`config.mk`:
```
export PLATFORM = sky130hd
export DESIGN_NAME = sram_bus_master
export DESIGN_NICKNAME = d
export VERILOG_FILES = /design/src/rtl/sram_bus_master_pkg.sv /design/src/rtl/sram_bus_master_byte_merge.sv /design/src/rtl/sram_bus_master.sv
export SDC_FILE = /design/constraint.sdc
export NUM_CORES = 1
export LEC_CHECK = 0
export BUFFER_PORTS_ARGS = -buffer_cell sky130_fd_sc_hd__clkbuf_2
export CORE_ASPECT_RATIO = 0.7
export CORE_MARGIN = 2
export CORE_UTILIZATION = 48
export DETAILED_ROUTE_END_ITERATION = 7
export HOLD_SLACK_MARGIN = 0.02
export PLACE_DENSITY = 0.79
export SKIP_CTS_REPAIR_TIMING = 1
export SLEW_MARGIN = 20
export SYNTH_ARGS = -nofsm -noshare
export SYNTH_HDL_FRONTEND = slang
export SYNTH_HIERARCHICAL = 1
export SYNTH_SLANG_ARGS = --single-unit
```
`constraint.sdc`:
```
create_clock -name clk -period 1.75 [get_ports clk]
set_input_delay 0.175 -clock clk [delete_from_list [all_inputs] [get_ports clk]]
set_output_delay 0.175 -clock clk [all_outputs]
set_load 0.005 [all_outputs]
```
`src/rtl/sram_bus_master_pkg.sv`:
```
// Shared types for the SRAM word-bus initiator.
// Latency: n/a (types only).
// Backpressure: n/a (types only).
package sram_bus_master_pkg;

  typedef logic [19:0] Ram_addr_t;
  typedef logic [31:0] Word_t;
  typedef logic        Bit_t;
  typedef logic [3:0]  Byte_en_t;

  localparam Byte_en_t BE_ALL  = 4'b1111;
  localparam Byte_en_t BE_NONE = 4'b0000;

  typedef enum logic [2:0] {
    ST_IDLE   = 3'd0,
    ST_RD     = 3'd1,
    ST_RMW_RD = 3'd2,
    ST_WR     = 3'd3,
    ST_RESP   = 3'd4
  } Sram_master_state_t;

endpackage

```
`src/rtl/sram_bus_master_byte_merge.sv`:
```
// Byte-lane merge: lanes with be set take new_word, the others keep old_word.
// Latency: purely combinational.
// Backpressure: none (no handshake).
// Ports: old_word (word read from memory), new_word (store data),
//        be (per-byte select), merged_word (result).
module sram_byte_merge
  import sram_bus_master_pkg::*;
(
  input  Word_t    old_word,
  input  Word_t    new_word,
  input  Byte_en_t be,
  output Word_t    merged_word
);

  always_comb begin
    merged_word = old_word;
    for (int i = 0; i < 4; i++) begin
      if (be[i]) begin
        merged_word[8*i +: 8] = new_word[8*i +: 8];
      end
    end
  end

endmodule

```
`src/rtl/sram_bus_master.sv`:
```
// SRAM word-bus initiator: one CPU request at a time; partial stores become read-modify-write.
// Latency: load/full store resp in cycle 2, partial store cycle 3, be=0 store cycle 1, +1 per stalled strobe cycle.
// Backpressure: req_ready only in IDLE; bus strobes held (addr/data stable) until a cycle with bus_stall low.
// Ports: clk/rst (sync, active-high); req_valid/req_ready/req_write/req_addr/req_wdata/req_be
//        CPU request side; resp_valid/resp_rdata completion pulse; bus_addr/read_op/write_op/
//        bus_data_write/bus_data_read/bus_stall toward the SRAM controller.
module sram_bus_master
  import sram_bus_master_pkg::*;
(
  input  logic      clk,
  input  logic      rst,
  input  logic      req_valid,
  output logic      req_ready,
  input  logic      req_write,
  input  Ram_addr_t req_addr,
  input  Word_t     req_wdata,
  input  Byte_en_t  req_be,
  output logic      resp_valid,
  output Word_t     resp_rdata,
  output Ram_addr_t bus_addr,
  output logic      read_op,
  output logic      write_op,
  output Word_t     bus_data_write,
  input  Word_t     bus_data_read,
  input  logic      bus_stall
);

  Sram_master_state_t state, state_nxt;

  Ram_addr_t addr_q;
  Word_t     wdata_q;   // store data; replaced by the merged word after the RMW read
  Byte_en_t  be_q;
  Word_t     rdata_q;
  Word_t     merged;
  Bit_t      accept;

  assign accept = (state == ST_IDLE) && req_valid;

  sram_byte_merge u_merge (
    .old_word    (bus_data_read),
    .new_word    (wdata_q),
    .be          (be_q),
    .merged_word (merged)
  );

  // State register
  always_ff @(posedge clk) begin
    if (rst) begin
      state <= ST_IDLE;
    end else begin
      state <= state_nxt;
    end
  end

  // Next-state logic
  always_comb begin
    state_nxt = state;
    unique case (state)
      ST_IDLE: begin
        if (req_valid) begin
          if (!req_write)              state_nxt = ST_RD;
          else if (req_be == BE_ALL)   state_nxt = ST_WR;
          else if (req_be == BE_NONE)  state_nxt = ST_RESP;
          else                         state_nxt = ST_RMW_RD;
        end
      end
      ST_RD:     if (!bus_stall) state_nxt = ST_RESP;
      ST_RMW_RD: if (!bus_stall) state_nxt = ST_WR;
      ST_WR:     if (!bus_stall) state_nxt = ST_RESP;
      ST_RESP:   state_nxt = ST_IDLE;
      default:   state_nxt = ST_IDLE;
    endcase
  end

  // Outputs decoded from the registered state only
  always_comb begin
    req_ready  = 1'b0;
    read_op    = 1'b0;
    write_op   = 1'b0;
    resp_valid = 1'b0;
    unique case (state)
      ST_IDLE:   req_ready  = 1'b1;
      ST_RD:     read_op    = 1'b1;
      ST_RMW_RD: read_op    = 1'b1;
      ST_WR:     write_op   = 1'b1;
      ST_RESP:   resp_valid = 1'b1;
      default:   req_ready  = 1'b0;
    endcase
  end

  // Datapath registers. resp_rdata only changes on the edge that enters RESP,
  // so it holds its previous value while a request is in flight.
  always_ff @(posedge clk) begin
    if (rst) begin
      addr_q  <= '0;
      wdata_q <= '0;
      be_q    <= '0;
      rdata_q <= '0;
    end else begin
      if (accept) begin
        addr_q  <= req_addr;
        wdata_q <= req_wdata;
        be_q    <= req_be;
        if (req_write && (req_be == BE_NONE)) begin
          rdata_q <= '0;
        end
      end
      if ((state == ST_RD) && !bus_stall) begin
        rdata_q <= bus_data_read;
      end
      if ((state == ST_RMW_RD) && !bus_stall) begin
        wdata_q <= merged;
      end
      if ((state == ST_WR) && !bus_stall) begin
        rdata_q <= '0;
      end
    end
  end

  assign bus_addr       = addr_q;
  assign bus_data_write = wdata_q;
  assign resp_rdata     = rdata_q;

endmodule

```
; ---- Word level (Yosys, flattened, before mapping)
; Index checks and enable logic that the tools add are counted.
; Widths: inputs -> output; s select.
[word_totals]
ff_bits = 91
latchBits = 0
ram_bits = 0
romBits = 0
input_bits = 93
output_inout_bits = 88
n_memories = 0
[classes]
addsub = 0
n_mul = 0
n_div = 0
order_cmp = 0
n_eq_ne = 12
shifts = 0
n_mux = 20
bitwise = 0
reduce_logical = 20
[ops]
columns = operator, count
row1 = $mux 32, 5
row2 = $mux 8, 4
row3 = $mux 3, 6
row4 = $ne 2x2->1 const B, 7
row5 = $reduce_and 2->1, 5
row6 = $pmux 3 s3, 1
row7 = $eq 3x2->1 const B, 2
row8 = $reduce_bool 2->1, 3
row9 = $reduce_or 2->1, 3
row10 = $logic_and 1x1->1, 5
row11 = $eq 4x4->1 const B, 1
row12 = $logic_not 4->1, 1
row13 = $mux 1, 4
row14 = $eq 3x1->1 const B, 1
row15 = $eq 3x3->1 const B, 1
row16 = $logic_not 3->1, 1
row17 = $reduce_and 3->1, 1
row18 = $logic_not 1->1, 1

; ---- Longest topological paths before layout
[depth]
depth_word = 6
ltp_mapped = 6
ltp_nobuf = 3

; ---- Hierarchy
; Netlist, hierarchy kept.
[by_module_without_submodules]
columns = mod, instances, cells_each, area_each_um2, seq_area_each_um2
row1 = sram_bus_master, 1, 386, 3659.8, 1821.7
row2 = sram_byte_merge, 1, 36, 525.5, 0.0

; ---- Worst setup path before layout
; No wires, ideal clock.
[synth_timing]
path_type = register to register
startpoint = register state[0]
endpoint = register wdata_q[0] (netlist: bus_data_write[0])
setup_time_ps = 147
t_arrival_ps = 1463
required_ps = 1603
path_slack_ps = 140
path_stages_with_launch = 7
synth_period_minus_slack_ps = 1610
path_cell_list = dfxtp_1 -> buf_2 -> or4b_1 -> buf_6 -> buf_2 -> nor2_1 -> a311oi_2
[synth_between]
elab_chain_cells = 4
elab_cells_between_ends = 8
[synth_lines]
columns = item, line
row1 = "start, declared", sram_bus_master.sv:28  ; Sram_master_state_t state, state_nxt;
row2 = "start signal, assigned", sram_bus_master.sv:51  ; state <= state_nxt;
row3 = $eq 3x2->1 or $logic_not 3->1 (tied branches), "sram_bus_master.sv:111, sram_bus_master.sv:37"
row4 = "$logic_and 1x1->1, on equally long branches", "sram_bus_master.sv:111, sram_bus_master.sv:37"
row5 = $ne 2x2->1 (no source line) or $reduce_bool 2->1 (tied branches), n/a
row6 = $reduce_and 2->1 (no source line), n/a
row7 = "end signal, assigned", sram_bus_master.sv:102  ; wdata_q <= req_wdata;
row8 = "end signal, assigned", sram_bus_master.sv:112  ; wdata_q <= merged;
row9 = "end, declared", sram_bus_master.sv:31  ; Word_t wdata_q;
; Several ways; a longest one is shown, not always the timed one.
; A chain may end at the register's enable or synchronous reset.

; ---- Final worst setup path
[layout_timing]
startpoint = register state[2]
endpoint = register wdata_q[19] (netlist: bus_data_write[19])
; The elaborated chain is that of the path after synthesis.

==> Implementation_results.wiki <==
{| class="wikitable"
! Metric !! Value
|-
| Outcome || finished clean
|-
| Multiplexer fraction of the synthesized cell area || 11.5%
|-
| Net total in the final layout || 684
|-
| Largest net degree at the start of global routing || 65
|-
| Netlist area before placement || 4190 um2
|-
| Die extent in x || 116 um
|-
| Via count of the first global-routing pass || 3,568
|-
| Count of synthesis-stage warnings from yosys || 6
|-
| Register-to-register setup slack || 90 ps
|-
| PwrDens || 1080 nW/um2
|-
| Number of storage elements in the synthesis netlist || 91
|-
| Primary FF master, synth || dfxtp_1
|-
| Worst setup timing slack at the placement stage || 96.6 ps
|-
| Highest clock rate || 602 MHz
|-
| Highest ir drop seen on vdd || 0.738 mV
|-
| Number of cells produced by synthesis || 422
|-
| Drt wl/cell || 15.4 um
|-
| Die extent in y || 82.1 um
|-
| Total leakage power || 0.00249 uW
|-
| Std-Cell Rows || 28
|-
| Growth of design area from synthesis to finish || 31.0%
|-
| Critical path, cell by cell || or4b_2 > buf_4 > nand2_1 > a311oi_2
|-
| Buffer levels on the longest clock path || 2
|-
| Number of unique standard cell types used by synthesis || 28
|-
| Internal || 4160 uW
|-
| Wire length reported by the detailed router || 11,000 um
|-
| Worst Setup Slack, final || 89.3 ps
|-
| Remaining antenna violation count after routing || 0
|-
| Critical-path maximum fanout || 22
|-
| Area share of fa/ha/maj cells after synthesis || 0%
|-
| EDFF count, synth || 0
|-
| Total DRC errors in the routed layout || 0
|-
| Core area || 8440 um2
|-
| Kind of launch point of the worst setup path || flip-flop
|-
| Worst reg-to-reg path cell count || 4
|-
| Final setup violating endpoints || 0
|-
| Net switching fraction of the power || 29.6%
|-
| Proportion of synthesized flip-flops having asynchronous set or reset || 0%
|-
| Buffers added on ports || 180
|-
| Critical-path cell with the highest stage delay || or4b_2
|-
| Share of the synthesized netlist area taken by xor and xnor gates || 0.209%
|-
| Worst min-delay path startpoint || req_addr[13]
|-
| Startpoint of the most critical register-to-register path || state[2]
|-
| Worst setup skew after layout || 9.09 ps
|-
| Sw Pwr || 1750 uW
|-
| Fraction of power consumed by combinational cells || 25.1%
|-
| Clock slew seen by the registers of the worst setup and hold paths || 60 ps
|-
| H-tree levels || 3
|-
| Clock tree from TritonCTS || built
|-
| Count of boundary I/O pins || 181
|-
| Number of vias in the routed layout || 3,790
|-
| Synthesized area per cell || 9.92 um2
|-
| Cell area after layout || 5480 um2
|-
| Die area || 9490 um2
|-
| Number of diodes added for antenna fixing || 0
|-
| Fraction of final layout cells sized beyond drive strength 1 || 47.3%
|-
| Number of sinks handled by clock tree synthesis || 91
|-
| Crit path capture type || flip-flop
|-
| Final critical delay including setup and external delays || 1660 ps
|-
| Crit path DAT || 1850 ps
|-
| GP Congestion || 0.826
|-
| Clock network fraction of total power || 32.2%
|-
| First-pass GRT wire length || 17,300 um
|-
| GR Overflow Total || 0
|-
| Sequential power share || 42.6%
|-
| Critical path's largest stage delay || 720 ps
|-
| Clock network latency to the later pin of the worst-skew pair || 340 ps
|-
| Simple logic cell fraction of the synthesized area || 16.9%
|-
| Antenna violations before repair || 0
|-
| Endpoint of the worst-slack reg-to-reg timing path || bus_data_write[19]
|-
| Largest family of logic cells by synthesized area || compound AO/OA/AOI/OAI gates
|-
| Clock buffers created by TritonCTS || 9
|-
| Vias per std cell || 5.29
|-
| Category of the critical setup timing path || flip-flop to flip-flop
|-
| Part of the cycle the worst path needs || 94.9%
|-
| Family of cells with the greatest summed delay on the critical path || simple AND/OR/NAND/NOR gates
|-
| Slew @ Worst Pin || 593 ps
|-
| Half-perimeter wire length after placement || 8070 um
|-
| Root buf cell || clkbuf_16
|-
| All-Layer GR Usage || 23.5%
|-
| Worst hold-check path type || input port to flip-flop
|-
| Area of placed instances || 5190 um2
|-
| Setup repair after global routing missed its margin || no
|-
| Starting Density || 49.6%
|-
| CP Data Required Time || 1940 ps
|-
| Count of endpoints failing hold in the final timing report || 0
|-
| Relative slew margins || 60.4%
|-
| Total buffers and inverters traversed by the critical path || 1
|-
| Mapped Nets || 515
|-
| Fraction of the mapped netlist area in compound gates || 22.2%
|-
| Sequential element share of the synthesized area || 43.5%
|-
| 1st-pass router iterations || 6
|-
| First DRT Iteration DRCs || 257
|-
| Worst hold path cell count || 3
|-
| Number of pins with negative max-slew slack in the final report || 0
|-
| End of the worst hold path || bus_addr[13]
|-
| Setup TNS || 0 ps
|-
| Number of max-capacitance violations reported || 0
|}
-- tightest hold or removal path: cells and delay by family --
kind | cells | cell delay [ps]
and+or+nand+nor | 1 | 40
AOI/OAI and AO/OA | 1 | 50
buffers and inverters | 1 | 80
-- synth_stat cells, types with 2 or more instances --
cell	number	area [um2]
nand2_1	113	424
dfxtp_1	91	1820
nor2_1	34	128
a311oi_2	33	495
a22o_1	32	280
mux2_4	32	480
a21oi_1	24	120
clkbuf_1	15	56.3
buf_2	11	55.1
buf_6	10	113
nor3_1	4	20.0
nor3b_1	3	22.5
a221oi_1	2	17.5
buf_1	2	7.51
nand2b_1	2	12.5
or4b_1	2	20.0
-- power by group through the flow --
stage                     sequential, uW  clock [uW]  combinational (uW)
after floorplan                     2520           0                 960
final                               2520        1910                1490
after global routing                2550        2060                1640
after CTS                           2520        1960                1500
after detailed placement            2560           0                1490
after global placement              2550           0                1450
-- stage by stage --
step                instances  hold WS, ps  utilization, %  total power [uW]
floorplan                 422          301               -              3480
global placement          700          398            61.4              4000
detailed placement        700          406            61.4              4050
CTS                       716         48.8            64.9              5970
global route              716         45.0            64.9              6250
finish                    716         62.8            64.9              5910
-- per-layer routing --
layer | routed length [um] | vias up | global-route usage [%] | part of all wire (%)
met5 | 0 | - | 0 | 0
met4 | 168 | 0 | 6.87 | 1.5
met3 | 786 | 14 | 7.81 | 7.1
met2 | 5090 | 135 | 38.1 | 46
met1 | 4970 | 1806 | 30.0 | 45
li1 | - | 1835 | - | -
-- state kept, by name (all words and copies together), names as in the netlist --
name            count
be_q                4
bus_addr           20
bus_data_write     32
resp_rdata         32
state               3
-- worst max path at each step --
stage                        start                 end  slack [ps]  depth (start not counted)
final                     state[2]  bus_data_write[19]          90                          4
after CTS                 state[2]  bus_data_write[27]          90                          4
after global routing      state[2]  bus_data_write[27]          20                          4
after floorplan           state[0]   bus_data_write[0]         140                          6
after detailed placement  state[2]  bus_data_write[27]         100                          4
after global placement    state[2]  bus_data_write[21]         150                          4
-- cell usage in the layout (no fill, tap or decap), types with 2 or more instances in the layout --
cell type	instances
buf_4	14
clkbuf_16	9
nand2_1	113
nand2b_1	2
mux2_4	32
clkbuf_2	179
nor3b_1	3
nor2_1	34
a21oi_1	24
a311oi_2	32
clkinvlp_4	3
nor3_1	4
a22o_1	32
dfxtp_1	91
nor4b_4	2
buf_12	3
a221oi_1	2
-- layout make-up --
type	instances	area [um2]
Tap cell	120	150
Multi-Input combinational cell	292	2150
Clock inverter	6	66.3
Sequential cell	91	1820
Timing Repair Buffer	197	1070
Clock buffer	10	229
Fill cell	719	2960
-- logic make-up after synthesis --
logic type	after synthesis
flip-flops	91
AND/OR/NAND/NOR	166
buffers and inverters	39
XOR/XNOR	1
multiplexers	32
AO/OA/AOI/OAI	93
Power figures use the tool's default switching activity.
